[config.mk]
export PLATFORM = sky130hd
export DESIGN_NAME = stack_engine
export DESIGN_NICKNAME = d
export VERILOG_FILES = /design/src/rtl/stack_engine.sv
export SDC_FILE = /design/constraint.sdc
export NUM_CORES = 1
export LEC_CHECK = 0
export BUFFER_PORTS_ARGS = -buffer_cell sky130_fd_sc_hd__buf_4
export CAP_MARGIN = 20
export CORE_AREA = 4 4 114 116
export CTS_BUF_LIST = sky130_fd_sc_hd__clkbuf_2 sky130_fd_sc_hd__clkbuf_4 sky130_fd_sc_hd__clkbuf_8
export DETAILED_ROUTE_END_ITERATION = 10
export DIE_AREA = 0 0 118 120
export PLACE_DENSITY = 0.9
export SETUP_SLACK_MARGIN = 0.3
export SLEW_MARGIN = 15
export SYNTH_ARGS = -nofsm -noshare
export SYNTH_HDL_FRONTEND = slang
export SYNTH_SLANG_ARGS = --single-unit
[constraint.sdc]
create_clock -name i_clk -period 6 [get_ports i_clk]
set_input_delay 0.6 -clock i_clk [delete_from_list [all_inputs] [get_ports i_clk]]
set_output_delay 0.6 -clock i_clk [all_outputs]
set_load 0.02 [all_outputs]
[src/rtl/stack_engine.sv]
// Stack sequencer for the memory stage: expands PUSH/POP/CALL/RET/INT/RTI
// into per-word memory transfers, tracks sp and rejects frames that would not fit.
module stack_engine #(
    parameter int               DATA_W  = 16,
    parameter int               ADDR_W  = 16,
    parameter int               PC_W    = 32,
    parameter int               FLAG_W  = 4,
    parameter logic [ADDR_W-1:0] SP_INIT = '1,
    parameter logic [ADDR_W-1:0] SP_MIN  = '0
) (
    input  logic              i_clk,
    input  logic              i_rst_n,
    input  logic              i_op_valid,
    input  logic [2:0]        i_op,
    output logic              o_op_ready,
    input  logic [DATA_W-1:0] i_push_data,
    input  logic [PC_W-1:0]   i_pc_in,
    input  logic [FLAG_W-1:0] i_flags_in,
    output logic [ADDR_W-1:0] o_mem_addr,
    output logic [DATA_W-1:0] o_mem_wdata,
    output logic              o_mem_we,
    output logic              o_mem_re,
    input  logic [DATA_W-1:0] i_mem_rdata,
    output logic [ADDR_W-1:0] o_sp,
    output logic              o_done,
    output logic              o_err,
    output logic [1:0]        o_err_code,
    output logic [DATA_W-1:0] o_pop_data,
    output logic [PC_W-1:0]   o_pc_out,
    output logic [FLAG_W-1:0] o_flags_out
);

    localparam int PC_WORDS = PC_W / DATA_W;
    localparam int FRAME_W  = (PC_WORDS + 1) * DATA_W;
    localparam int CNT_W    = $clog2(PC_WORDS + 2);

    localparam logic [2:0] OP_NOP  = 3'b000;
    localparam logic [2:0] OP_PUSH = 3'b001;
    localparam logic [2:0] OP_POP  = 3'b010;
    localparam logic [2:0] OP_CALL = 3'b011;
    localparam logic [2:0] OP_RET  = 3'b100;
    localparam logic [2:0] OP_INT  = 3'b101;
    localparam logic [2:0] OP_RTI  = 3'b110;
    localparam logic [2:0] OP_ILL  = 3'b111;

    typedef enum logic {S_IDLE, S_XFER} state_t;

    state_t             r_state;
    state_t             w_nextState;
    logic [ADDR_W-1:0]  r_sp;
    logic [CNT_W-1:0]   r_cnt;
    logic               r_isPush;
    logic               r_first;
    logic [2:0]         r_op;
    logic [FRAME_W-1:0] r_frame;
    logic [PC_W-1:0]    r_pcAcc;
    logic [FLAG_W-1:0]  r_flagsAcc;
    logic               r_done;
    logic               r_err;
    logic [1:0]         r_errCode;
    logic [DATA_W-1:0]  r_popData;
    logic [PC_W-1:0]    r_pcOut;
    logic [FLAG_W-1:0]  r_flagsOut;

    logic               w_start;
    logic               w_reject;
    logic [1:0]         w_errCode;
    logic [CNT_W-1:0]   w_k;
    logic               w_isPush;
    logic               w_isPop;
    logic [ADDR_W:0]    w_free;
    logic [ADDR_W:0]    w_used;
    logic [FRAME_W-1:0] w_frame;
    logic               w_lastWord;

    assign w_free = (r_sp < SP_MIN) ? '0 : ({1'b0, r_sp} - {1'b0, SP_MIN} + (ADDR_W+1)'(1));
    assign w_used = (r_sp > SP_INIT) ? '0 : ({1'b0, SP_INIT} - {1'b0, r_sp});
    assign w_lastWord = (r_state == S_XFER) && (r_cnt == CNT_W'(1));

    always_comb begin
        w_nextState = r_state;
        w_start     = 1'b0;
        w_reject    = 1'b0;
        w_errCode   = 2'b00;
        w_k         = '0;
        w_isPush    = 1'b0;
        w_isPop     = 1'b0;
        w_frame     = '0;
        case (i_op)
            OP_PUSH: begin w_k = CNT_W'(1);            w_isPush = 1'b1; w_frame = FRAME_W'(i_push_data); end
            OP_POP:  begin w_k = CNT_W'(1);            w_isPop  = 1'b1; end
            OP_CALL: begin w_k = CNT_W'(PC_WORDS);     w_isPush = 1'b1; w_frame = FRAME_W'(i_pc_in); end
            OP_RET:  begin w_k = CNT_W'(PC_WORDS);     w_isPop  = 1'b1; end
            OP_INT:  begin w_k = CNT_W'(PC_WORDS + 1); w_isPush = 1'b1; w_frame = {DATA_W'(i_flags_in), i_pc_in}; end
            OP_RTI:  begin w_k = CNT_W'(PC_WORDS + 1); w_isPop  = 1'b1; end
            default: ;
        endcase
        case (r_state)
            S_IDLE: begin
                if (i_op_valid) begin
                    if (i_op == OP_ILL) begin
                        w_reject  = 1'b1;
                        w_errCode = 2'b11;
                    end else if (w_isPush && (w_free < (ADDR_W+1)'(w_k))) begin
                        w_reject  = 1'b1;
                        w_errCode = 2'b01;
                    end else if (w_isPop && (w_used < (ADDR_W+1)'(w_k))) begin
                        w_reject  = 1'b1;
                        w_errCode = 2'b10;
                    end else if (i_op != OP_NOP) begin
                        w_start     = 1'b1;
                        w_nextState = S_XFER;
                    end
                end
            end
            S_XFER: begin
                if (w_lastWord) w_nextState = S_IDLE;
            end
            default: w_nextState = S_IDLE;
        endcase
    end

    always_ff @(posedge i_clk or negedge i_rst_n) begin
        if (!i_rst_n) r_state <= S_IDLE;
        else          r_state <= w_nextState;
    end

    // Frame words shift out LSW-first on push; popped words shift into the PC accumulator.
    always_ff @(posedge i_clk or negedge i_rst_n) begin
        if (!i_rst_n) begin
            r_sp       <= SP_INIT;
            r_cnt      <= '0;
            r_isPush   <= 1'b0;
            r_first    <= 1'b0;
            r_op       <= OP_NOP;
            r_frame    <= '0;
            r_pcAcc    <= '0;
            r_flagsAcc <= '0;
            r_done     <= 1'b0;
            r_err      <= 1'b0;
            r_errCode  <= 2'b00;
            r_popData  <= '0;
            r_pcOut    <= '0;
            r_flagsOut <= '0;
        end else begin
            r_done <= w_lastWord;
            r_err  <= w_reject;
            if (w_reject) r_errCode <= w_errCode;
            if (w_start) begin
                r_cnt    <= w_k;
                r_isPush <= w_isPush;
                r_first  <= 1'b1;
                r_op     <= i_op;
                r_frame  <= w_frame;
                r_pcAcc  <= '0;
            end else if (r_state == S_XFER) begin
                r_cnt   <= r_cnt - CNT_W'(1);
                r_first <= 1'b0;
                if (r_isPush) begin
                    r_frame <= r_frame >> DATA_W;
                    r_sp    <= r_sp - ADDR_W'(1);
                end else begin
                    r_sp <= r_sp + ADDR_W'(1);
                    if (r_op == OP_RTI && r_first) r_flagsAcc <= i_mem_rdata[FLAG_W-1:0];
                    else                           r_pcAcc    <= PC_W'({r_pcAcc, i_mem_rdata});
                    if (w_lastWord) begin
                        case (r_op)
                            OP_POP: r_popData <= i_mem_rdata;
                            OP_RET: r_pcOut   <= PC_W'({r_pcAcc, i_mem_rdata});
                            OP_RTI: begin
                                r_pcOut    <= PC_W'({r_pcAcc, i_mem_rdata});
                                r_flagsOut <= r_flagsAcc;
                            end
                            default: ;
                        endcase
                    end
                end
            end
        end
    end

    assign o_op_ready  = (r_state == S_IDLE);
    assign o_mem_we    = (r_state == S_XFER) && r_isPush;
    assign o_mem_re    = (r_state == S_XFER) && !r_isPush;
    assign o_mem_addr  = o_mem_re ? (r_sp + ADDR_W'(1)) : r_sp;
    assign o_mem_wdata = o_mem_we ? r_frame[DATA_W-1:0] : '0;
    assign o_sp        = r_sp;
    assign o_done      = r_done;
    assign o_err       = r_err;
    assign o_err_code  = r_errCode;
    assign o_pop_data  = r_popData;
    assign o_pc_out    = r_pcOut;
    assign o_flags_out = r_flagsOut;

endmodule

==> results.sh <==
export IMPL_cts_made_buffers=17
export IMPL_synth_cell_types=53
export IMPL_synthFlopType="dfrtp_1"
export IMPL_drive_above_1_share_pct=36.8
export IMPL_synth_top_area_share_pct=43.2
export IMPL_clkTransAtPathRegs_ns=0.08
export IMPL_clock_path_buffers=2
export IMPL_gp_congestion=0.923
export IMPL_rsz0062_at_grt="false"
export IMPL_antenna_found_initial=0
export IMPL_r2r_slack_ns=2.66
export IMPL_drtIter0Drc=458
export IMPL_max_freq_mhz=292
export IMPL_synthToLayoutAreaGrowth_pct=26.4
export IMPL_cp_start_kind="primary input"
export IMPL_netlist_top_cell_by_area="dfrtp_1"
export IMPL_nets=897
export IMPL_initial_core_util_pct=58.4
export IMPL_netlist_area_um2=6960
export IMPL_ir_drop_mv=0.264
export IMPL_root_buffer="clkbuf_8"
export IMPL_final_common_cell="buf_4"
export IMPL_hold_worst_slack_ns=0.101
export IMPL_die_h_um=120
export IMPL_fill_cells=813
export IMPL_syn_inst=658
export IMPL_grt_max_degree=77
export IMPL_final_cell_mix="186 x buf_4, 120 x dfrtp_1, 84 x nand2_1, 60 x mux2_2"
export IMPL_grt_overflow_total=0
export IMPL_ctsHoldBuffers=0
export IMPL_power_density_nw_per_um2=550
export IMPL_worst_slew_pin_slew_ns=0.999
export IMPL_final_cell_count_no_fill=974
export IMPL_via_per_inst=5.91
export IMPL_ios=181
export IMPL_dp_cells=942
export IMPL_finalSetupViolCount=0
export IMPL_drt_met1_wl_um=7790
export IMPL_ys_seq_elements=136
export IMPL_via_count=5756
export IMPL_grt_pass1_vias=5862
export IMPL_synth_nets=741
export IMPL_core_um2=11900
export IMPL_clk_latency_ns=0.44
export IMPL_synth_edf_count=0
export IMPL_top_layer="met4"
export IMPL_startpoint="i_op[1]"
export IMPL_final_max_slew_violation_count=0
export IMPL_setup_worst_path_class="in2reg"
export IMPL_slew_headroom_pct=33.2
export IMPL_rows=40
export IMPL_cp_data_required_time_ns=6.33
export IMPL_dpl_hpwl_um=13400
export IMPL_hold_viol_final=0
export IMPL_die_width_um=118
export IMPL_grt_usage_pct=27.4
export IMPL_wl_met2_um=9780
export IMPL_synth_area_per_cell_um2=10.6
export IMPL_dr_pass1_iters=5
export IMPL_leakage_nw=4.18
export IMPL_cts_tree="done"
export IMPL_portBuffers=180
export IMPL_critPathArrivalTime_ns=3.75
export IMPL_r2r_start="o_sp[0]"
export IMPL_fin_setup_tns_ns=0
export IMPL_drc_errors=0
export IMPL_cts_sinks=136
export IMPL_crit_fanout=40
export IMPL_drt_wl_total_um=19200
export IMPL_cts_resized_gates=0
export IMPL_finClkSkew_ns=0.0117
export IMPL_ys_warn_count=0
export IMPL_drtAntennaViolNets=0
export IMPL_r2r_end="r_frame[15]"
export IMPL_hp_class="in2async"
export IMPL_die_area_um2=14200
export IMPL_wl_per_cell_um=19.7
export IMPL_htreeDepth=4
export IMPL_power_total_w=0.00484
export IMPL_antenna_cells=0
export IMPL_max_cap_violations=0
export IMPL_r2r_cells=9
export IMPL_synthTopCellsByArea="dfrtp_1 43%, mux2_2 9.7%, dfstp_2 6.0%"
export IMPL_status="finished, final reports clean"
export IMPL_fin_crit_sh_pct=57.1
export IMPL_finalCriticalPeriod_ns=3.43
export IMPL_yosysSeqAreaShare_pct=49.2
export IMPL_wl_met3_um=1290
export IMPL_end_kind="flip-flop"
export IMPL_async_flop_share_pct=100
export IMPL_cts_setup_buffers=0
export IMPL_grt_first_pass_wirelength_um=30800
export IMPL_final_util_pct=73.8
-- sequential cells by signal (all words and copies together) (netlist names), 3 cells and up --
name and count:
r_pcAcc 16, r_frame 36, o_sp 16, o_pop_data 16, o_pc_out 32, r_op 3
o_flags_out 4, r_flagsAcc 4
-- layout make-up --
type	instances	area [um^2]	area share (%)
clock buffers	18	248	2.82
clock inverters	14	213	2.42
inverters	13	48.8	0.555
multi-input cells	458	3250	37.0
flip-flops and latches	136	3420	38.9
well taps	147	184	2.09
repair buffers	188	1430	16.2
-- synthesized netlist by cell type (4+ instances only) --
library cell  count
dfstp_2          16
nor2_1           41
nor3_1           29
o22a_1           16
nand4_1           6
xor2_1           10
o21ai_0          14
ha_1              9
buf_1             7
o22ai_1           4
nand3_1          16
and3_1           20
nand2_1          84
xnor2_1          23
nand4b_1          5
a21oi_1           7
and2_1           17
o32a_1           16
mux2i_1          41
nor4_1            5
clkbuf_1         19
dfrtp_1         120
buf_2            21
inv_1            12
mux2_2           60
-- routing by layer --
layer  up-vias  track usage [%]
met5         -                0
met4         0             8.50
met3        30             6.36
met2       255             46.1
met1      2833             35.4
li1       2638                -
-- kinds of logic (layout without fill, tap and decap cells) --
logic type | Yosys count | count (layout) | synth area share, %
and+or+nand+nor | 240 | 240 | 16.8
DFF | 136 | 136 | 49.2
muxes | 101 | 101 | 15.6
AOI/OAI and AO/OA | 75 | 75 | 8.42
buffers and inverters | 64 | 233 | 4.15
xor gates and xnor gates | 33 | 33 | 4.15
adders and majority gates | 9 | 9 | 1.62
-- stage by stage --
step | setup slack, ns | instance area [um^2]
6_report | 2.57 | 8790
5_1_grt | 2.31 | 8790
4_1_cts | 2.65 | 8790
3_5_place_dp | 2.26 | 8330
3_3_place_gp | 2.21 | 8310
2_1_floorplan | 2.87 | 6960
-- power breakdown --
| group | leakage, nW | switching (W) | total [W] | internal [W] |
|---|---|---|---|---|
| Combinational | 2.28 | 0.00122 | 0.00224 | 0.00103 |
| Sequential | 1.67 | 0.000374 | 0.00172 | 0.00135 |
| Clock | 0.226 | 0.000397 | 0.000875 | 0.000478 |
| Total | 4.18 | 0.00199 | 0.00484 | 0.00285 |
-- worst max path at each step --
stage,to
after detailed placement,r_frame[0]
after global routing,r_frame[7]
after CTS,r_frame[0]
after floorplan,r_frame[15]
after global placement,r_op[2]
final,r_frame[0]
-- critical path, stage by stage --
cell and delay (ns):
buf_4 0.11, inv_1 0.07, ha_1 0.27, nor3_1 0.25
nand2_1 0.08, o21ai_0 0.21, ha_1 0.33, a221oi_1 0.28
o21ai_0 0.13, a211oi_1 0.16, and4_1 0.28, buf_4 0.39
o21ai_2 0.28, o22a_1 0.28
Power figures use the tool's default switching activity.
